File: src/rtl/ex_mem_pipe_reg.sv
// EX/MEM pipeline register: captures ALU result, forwarded control and the
// resolved branch decision, and owns the architectural Z/C flag register.
module ex_mem_pipe_reg #(
  parameter int DATA_W = 64,
  parameter int REG_W  = 5,
  parameter int CNT_W  = 16
) (
  input  logic              clk,
  input  logic              rst_n,
  input  logic              stall,
  input  logic              flush,
  input  logic              ex_valid,
  input  logic [DATA_W-1:0] alu_res,
  input  logic              alu_z,
  input  logic              alu_c,
  input  logic [DATA_W-1:0] ex_wdata,
  input  logic [REG_W-1:0]  ex_rd,
  input  logic              ex_mem_read,
  input  logic              ex_mem_write,
  input  logic              ex_reg_write,
  input  logic              ex_set_flags,
  input  logic              ex_branch,
  input  logic              ex_cbz,
  input  logic [3:0]        ex_cond,
  input  logic [DATA_W-1:0] ex_target,
  output logic              mem_valid,
  output logic [DATA_W-1:0] mem_alu_res,
  output logic [DATA_W-1:0] mem_wdata,
  output logic [REG_W-1:0]  mem_rd,
  output logic              mem_mem_read,
  output logic              mem_mem_write,
  output logic              mem_reg_write,
  output logic              mem_branch_taken,
  output logic [DATA_W-1:0] mem_target,
  output logic              flag_z,
  output logic              flag_c,
  output logic [CNT_W-1:0]  bubble_cnt
);

  logic              valid_reg, valid_next;
  logic [DATA_W-1:0] alu_res_reg, alu_res_next;
  logic [DATA_W-1:0] wdata_reg, wdata_next;
  logic [REG_W-1:0]  rd_reg, rd_next;
  logic              mem_read_reg, mem_read_next;
  logic              mem_write_reg, mem_write_next;
  logic              reg_write_reg, reg_write_next;
  logic              taken_reg, taken_next;
  logic [DATA_W-1:0] target_reg, target_next;
  logic              flag_z_reg, flag_z_next;
  logic              flag_c_reg, flag_c_next;
  logic [CNT_W-1:0]  bubble_cnt_reg, bubble_cnt_next;

  logic cond_true;
  logic branch_taken;
  logic load_real;
  logic load_bubble;
  logic load_data;

  // Conditions read the flag register as it stood before this edge, so a
  // SUBS on edge N feeds a B.cond resolved on edge N+1.
  always_comb begin
    cond_true = 1'b0;
    case (ex_cond)
      4'b0000: cond_true = flag_z_reg;
      4'b0001: cond_true = ~flag_z_reg;
      4'b0010: cond_true = flag_c_reg;
      4'b0011: cond_true = ~flag_c_reg;
      4'b1000: cond_true = flag_c_reg & ~flag_z_reg;
      4'b1001: cond_true = ~flag_c_reg | flag_z_reg;
      4'b1110: cond_true = 1'b1;
      default: cond_true = 1'b0;
    endcase
  end

  assign branch_taken = ex_valid & ((ex_branch & cond_true) | (ex_cbz & alu_z));
  assign load_data    = flush | ~stall;
  assign load_real    = ~flush & ~stall & ex_valid;
  assign load_bubble  = flush | (~stall & ~ex_valid);

  always_comb begin
    valid_next      = valid_reg;
    alu_res_next    = alu_res_reg;
    wdata_next      = wdata_reg;
    rd_next         = rd_reg;
    mem_read_next   = mem_read_reg;
    mem_write_next  = mem_write_reg;
    reg_write_next  = reg_write_reg;
    taken_next      = taken_reg;
    target_next     = target_reg;
    flag_z_next     = flag_z_reg;
    flag_c_next     = flag_c_reg;
    bubble_cnt_next = bubble_cnt_reg;

    // Data fields follow EX on any non-held edge, bubbles included.
    if (load_data) begin
      alu_res_next = alu_res;
      wdata_next   = ex_wdata;
      rd_next      = ex_rd;
      target_next  = ex_target;
    end

    if (load_real) begin
      valid_next     = 1'b1;
      mem_read_next  = ex_mem_read;
      mem_write_next = ex_mem_write;
      reg_write_next = ex_reg_write;
      taken_next     = branch_taken;
      if (ex_set_flags) begin
        flag_z_next = alu_z;
        flag_c_next = alu_c;
      end
    end else if (load_bubble) begin
      valid_next     = 1'b0;
      mem_read_next  = 1'b0;
      mem_write_next = 1'b0;
      reg_write_next = 1'b0;
      taken_next     = 1'b0;
      if (!(&bubble_cnt_reg)) begin
        bubble_cnt_next = bubble_cnt_reg + CNT_W'(1);
      end
    end
  end

  always_ff @(posedge clk or negedge rst_n) begin
    if (!rst_n) begin
      valid_reg      <= 1'b0;
      alu_res_reg    <= '0;
      wdata_reg      <= '0;
      rd_reg         <= '0;
      mem_read_reg   <= 1'b0;
      mem_write_reg  <= 1'b0;
      reg_write_reg  <= 1'b0;
      taken_reg      <= 1'b0;
      target_reg     <= '0;
      flag_z_reg     <= 1'b0;
      flag_c_reg     <= 1'b0;
      bubble_cnt_reg <= '0;
    end else begin
      valid_reg      <= valid_next;
      alu_res_reg    <= alu_res_next;
      wdata_reg      <= wdata_next;
      rd_reg         <= rd_next;
      mem_read_reg   <= mem_read_next;
      mem_write_reg  <= mem_write_next;
      reg_write_reg  <= reg_write_next;
      taken_reg      <= taken_next;
      target_reg     <= target_next;
      flag_z_reg     <= flag_z_next;
      flag_c_reg     <= flag_c_next;
      bubble_cnt_reg <= bubble_cnt_next;
    end
  end

  assign mem_valid        = valid_reg;
  assign mem_alu_res      = alu_res_reg;
  assign mem_wdata        = wdata_reg;
  assign mem_rd           = rd_reg;
  assign mem_mem_read     = mem_read_reg;
  assign mem_mem_write    = mem_write_reg;
  assign mem_reg_write    = reg_write_reg;
  assign mem_branch_taken = taken_reg;
  assign mem_target       = target_reg;
  assign flag_z           = flag_z_reg;
  assign flag_c           = flag_c_reg;
  assign bubble_cnt       = bubble_cnt_reg;

endmodule

File: config.mk
export PLATFORM = sky130hd
export DESIGN_NAME = ex_mem_pipe_reg
export DESIGN_NICKNAME = d
export VERILOG_FILES = /design/src/rtl/ex_mem_pipe_reg.sv
export SDC_FILE = /design/constraint.sdc
export NUM_CORES = 1
export LEC_CHECK = 0
export CELL_PAD_IN_SITES_DETAIL_PLACEMENT = 0
export CELL_PAD_IN_SITES_GLOBAL_PLACEMENT = 1
export CORE_ASPECT_RATIO = 0.7
export CORE_MARGIN = 3
export CORE_UTILIZATION = 26
export DETAILED_ROUTE_END_ITERATION = 8
export GPL_TIMING_DRIVEN = 0
export PLACE_DENSITY = 0.8
export SETUP_SLACK_MARGIN = 0.2
export SYNTH_ARGS = -nofsm -noshare
export SYNTH_HDL_FRONTEND = slang
export SYNTH_SLANG_ARGS = --single-unit
File: constraint.sdc
create_clock -name clk -period 1.5 [get_ports clk]
set_input_delay 0.45 -clock clk [delete_from_list [all_inputs] [get_ports clk]]
set_output_delay 0.45 -clock clk [all_outputs]
set_load 0.01 [all_outputs]
======== Word level (Yosys, flattened, before mapping) ========
Index checks and enable logic that the tools add are counted.
word-level totals
  flip-flop bits (word level) ............. 220
  bits in latches ......................... 0
  bits in writable memories ............... 0
  ROM bits ................................ 0
  input port bits ......................... 214
  output and inout port bits .............. 220
  memories kept ........................... 0
cells by class
  $add $sub $neg .......................... 1
  multipliers ............................. 0
  divide/modulo/power cells ............... 0
  magnitude comparators ................... 0
  equality and inequality tests ........... 6
  shift-type cells ........................ 0
  mux-type cells .......................... 7
  bitwise gates (word level) .............. 18
  reductions and logical operators ........ 5
operators by type and width
  operator                                                               number
  16-bit by 1-bit adder with 16-bit output, second input constant        1
  16-bit AND reduction                                                   1
  4-bit equality test, second input constant                             3
  4-bit by 2-bit equality test with 1-bit output, second input constant  2
  1-bit AND                                                              7
  1-bit NOT                                                              7
  1-bit one-hot mux with 7 select lines                                  1
  1-bit 2-to-1 mux                                                       6
  4-bit by 1-bit equality test with 1-bit output, second input constant  1
  4-bit logical NOT                                                      1
  1-bit OR                                                               4
  3-bit AND reduction                                                    1
  2-bit AND reduction                                                    1
  2-bit nonzero test                                                     1

======== Longest topological paths before layout ========
  word-level depth ........................ 7
  depth in mapped cells ................... 6
  mapped depth without buffers ............ 5

======== Worst setup path after synthesis ========
No wires, ideal clock.
  kind .................................... register to register
  start ................................... register bubble_cnt_reg[0] (netlist: bubble_cnt[0])
  end ..................................... register bubble_cnt_reg[1] (netlist: bubble_cnt[1])
  setup time .............................. 0.125 ns
  data arrival time ....................... 1.648 ns
  slack ................................... -0.273 ns
  cell stages (with the launch flop) ...... 5
  clock period less this slack ............ 1.773 ns
  path through ............................ dfrtp_1 -> ha_1 -> nand3_1 -> o41ai_4 -> mux2_4
between the ends
  word-level cells in the longest chain between the ends .. 3
  elaborated cells between the ends (all ways) .. 4
ends and longest elaborated chain
  what                                                                              RTL line  RTL
  start, declared                                                                   51        logic [CNT_W-1:0] bubble_cnt_reg, bubble_cnt_next;
  start signal, assigned                                                            150       bubble_cnt_reg <= bubble_cnt_next;
  branches (longest 3 deep; another with 16-bit by 1-bit adder with 16-bit output)  n/a
Several ways; the timed one is not identified.
A chain may end at the register's enable or synchronous reset.

======== Final worst setup path ========
  start ................................... register bubble_cnt_reg[1] (netlist: bubble_cnt[1])
  end ..................................... register bubble_cnt_reg[1] (netlist: bubble_cnt[1])
Same word-level chain as after synthesis.

==> flow_metrics.py <==
metrics = {
    "logic_synthesis": {
        "ys_seq_area_share_pct": 65.06,
        "synth_common_cells": "nand2_1 (600), dfrtp_1 (220), clkbuf_1 (44)",
        "synthCells": 937,
        "synth_area_leaders": "dfrtp_1 (65%), nand2_1 (27%), clkbuf_1 (2.0%)",
        "syn_avg_cell_area_um2": 9.031,
        "synth-edff-count": 0,
        "syn_nets": 1152,
        "synth-seq-cells": 220,
        "yosys.area.top_type": "dfrtp_1",
        "synth_most_common_cell": "nand2_1",
        "synth_ff_type": "dfrtp_1",
        "synth_area_mm2": 0.008462,
        "yosysTopAreaCellShare_pct": 65.06,
        "ys.warnings.count": 0,
        "synth_cell_types": 31,
        "synthArstFlopShare_pct": 100.0,
    },
    "sta": {
        "setup_slack_ns": -0.1666,
        "slew_headroom_pct": 64.80,
        "max_freq_mhz": 600.0,
        "finalHoldViolations": 37,
        "worst_pin_slew_ns": 0.5281,
        "fin_tns_setup_ns": -2.623,
        "finClkSkew_ns": 0.006358,
        "whs_ns": -0.2047,
        "rsz0062_at_grt": "yes",
        "setup_viol": 51,
        "finalCritPeriodShare_pct": 111.1,
        "fin_crit_ns": 1.667,
        "slew_violations": 0,
    },
    "drt": {
        "wire_per_inst_um": 16.57,
        "wl_mm": 32.33,
        "avgViaCountPerCell": 4.244,
        "first_pass_iters": 4,
        "detail_route.iter0.violations": 405,
        "drc": 0,
        "vias": 8281,
        "final_antenna_net_count": 0,
    },
    "clock_tree": {
        "root_buffer": "clkbuf_16",
        "cts_buffers": 25,
        "h-tree-depth": 1,
        "clkSlewWorstSetupHoldPaths_ns": 0.06,
        "cts_tree": "yes",
        "clockBufferDepth": 3,
        "cts.sinks": 220,
        "clock_latency_ns": 0.52,
    },
    "worst_setup_path": {
        "slowest_delay_ns": 0.42,
        "cpLargestDelayFamily": "compound AO/OA/AOI/OAI gates",
        "ff2ff_path_depth": 5,
        "crit_buf_inv": 1,
        "cp.depth": 5,
        "regToRegEndpoint": "bubble_cnt[1]",
        "slowest_stage": "o41ai_4",
        "worstPathRequired_ns": 1.90,
        "start_kind": "register",
        "crit_end": "bubble_cnt[1]",
        "cp-end-kind": "register",
        "timing.rr.start": "bubble_cnt[1]",
        "worstPathCellList": "ha_4, nand3_4, o41ai_4, buf_6, mux2_4",
        "rrSetupSlack_ns": -0.17,
        "path_class": "register to register",
        "crit_fanout": 5,
        "startpoint": "bubble_cnt[1]",
        "crit_arrival_ns": 2.07,
    },
    "final_layout": {
        "drive_gt1_share_pct": 29.46,
        "diodes": 0,
        "multi_input_area_mm2": 0.002920,
        "ff_latch_area_mm2": 0.005517,
        "syn2layout_area_growth_pct": 77.73,
        "fill_cells": 3072,
        "design_area_mm2": 0.01504,
        "nets": 1730,
        "final_cells": 1951,
    },
    "die": {
        "die_x_um": 221.6,
        "die_area_mm2": 0.03478,
        "core_area_mm2": 0.03162,
        "ios": 434,
        "rows": 54,
        "chipHeight_um": 156.9,
        "initial_core_util_pct": 26.76,
    },
    "power_and_ir_drop": {
        "comb_power_share_pct": 22.8,
        "p_seq_share_pct": 41.8,
        "ir_drop_mv": 0.7047,
        "internal-power_uw": 11970,
        "clkPwrFrac_pct": 35.4,
        "power_density_mw_per_mm2": 1093,
        "p_leak_uw": 0.007858,
        "p_sw_uw": 4466,
        "switching_share_pct": 27.18,
    },
    "grt": {
        "grt_pass1_wl_mm": 48.60,
        "grt_pass1_vias": 8436,
        "gr-total-overflow": 0,
        "antenna_found_initial": 0,
        "grt_use_total_pct": 17.71,
        "grt_start_max_net_pins": 97,
    },
    "outcome": {
        "violations": "negative hold slack, negative setup slack",
        "outcome": "finished, violations left",
    },
    "hold_path": {
        "hold_path.class": "primary input to async pin",
    },
    "placement": {
        "dp_hpwl_mm": 23.06,
        "gp_congestion": 0.8050,
        "dp.cells": 1792,
        "placed_cell_area_mm2": 0.01345,
        "pre_cts_slack_ns": -0.9917,
        "io_buffers": 433,
    },
    "run": {
        "maxCapViolations": 0,
    },
}
worst reg2reg max path, delay by kind of cell, from the launching register on:
kind                       cells  cell delay, ns
muxes                          1            0.29
and+or+nand+nor                1            0.09
AOI/OAI and AO/OA              1            0.42
adders and majority gates      1            0.16
buffers and inverters          1            0.18
DFF                            1            0.41
power groups by stage:
stage | Sequential (uW) | Clock [uW] | Combinational [uW]
4_1_cts | 6880 | 6090 | 3290
5_1_grt | 6930 | 6280 | 4050
3_3_place_gp | 6980 | 0 | 3120
3_5_place_dp | 6990 | 0 | 3170
2_1_floorplan | 7200 | 0 | 754
6_report | 6870 | 5820 | 3740
worst min-delay path by stage:
| stage | from | end | slack, ns | cells past startpoint |
|---|---|---|---|---|
| 3_3_place_gp | mem_alu_res[56] | mem_alu_res[56] | 0.45 | 2 |
| 5_1_grt | rst_n | mem_alu_res[51] | -0.22 | 1 |
| 6_report | rst_n | mem_alu_res[51] | -0.20 | 1 |
| 3_5_place_dp | rst_n | mem_alu_res[51] | 0.35 | 1 |
| 4_1_cts | rst_n | mem_alu_res[51] | -0.23 | 1 |
| 2_1_floorplan | rst_n | bubble_cnt[0] | 0.15 | 0 |
cells in the final DEF, fill, tap and decap left out, drive strengths merged:
master / netlist / final
nand2: 600 / 600
buf: 1 / 348
dfrtp: 220 / 220
clkdlybuf4s50: 0 / 210
clkbuf: 44 / 74
xor2: 14 / 14
nor2: 10 / 10
nand4: 5 / 5
inv: 3 / 4
nor2b: 4 / 4
mux2: 4 / 4
a22o: 3 / 3
nor4: 3 / 3
nor3: 3 / 3
nand3: 3 / 3
o21ai: 3 / 3
nand2b: 2 / 2
and4: 2 / 2
a21oi: 2 / 2
clkinv: 0 / 2
clkinvlp: 0 / 2
dlygate4sd2: 0 / 2
o21bai: 1 / 1
nand3b: 1 / 1
and3: 1 / 1
o41ai: 1 / 1
xnor2: 1 / 1
nor3b: 1 / 1
a21o: 1 / 1
o22a: 1 / 1
a221o: 1 / 1
a32oi: 1 / 1
ha: 1 / 1
logic make-up (layout without fill, tap and decap cells):
| logic type | count (synthesis) | count (layout) | share of synthesized area (%) |
|---|---|---|---|
| simple gates | 635 | 635 | 29.10 |
| flops | 220 | 220 | 65.06 |
| buf+inv | 48 | 642 | 2.129 |
| fa+ha+maj | 1 | 1 | 0.1478 |
| compound gates | 14 | 14 | 1.434 |
| xor+xnor | 15 | 15 | 1.553 |
| mux | 4 | 4 | 0.5766 |
final cells by class:
class / count / area share, %
multi-input cells: 669 / 19.42
plain buffers: 45 / 2.238
clock buffers: 38 / 4.884
well taps: 420 / 3.494
flip-flops and latches: 220 / 36.68
inverters: 3 / 0.07488
repair buffers: 551 / 32.97
clock inverters: 5 / 0.2413
metal layers:
| metal | global-route usage (%) | wire length, um | share of wire [%] | vias to the layer above |
|---|---|---|---|---|
| li1 | - | - | - | 4020 |
| met1 | 21.15 | 12990 | 40 | 3923 |
| met2 | 30.93 | 15860 | 49 | 299 |
| met3 | 6.357 | 2815 | 8.7 | 39 |
| met4 | 4.110 | 654 | 2.0 | 0 |
| met5 | 0 | 0 | 0 | - |
stage by stage:
| step | utilization (%) | total power, uW |
|---|---|---|
| floorplan | - | 7955 |
| global placement | 42.33 | 10100 |
| detailed placement | 42.52 | 10160 |
| CTS | 45.26 | 16260 |
| global route | 47.56 | 17250 |
| finish | 47.56 | 16430 |
what timing repair did:
action,CTS,global route
cloned,1,0
setup endpoints to repair,440,372
buffers inserted,57,58
pin swaps,9,9
hold endpoints to repair,37,37
gates resized for setup,1047,94
No activity file was read; power rests on OpenSTA's default activity.
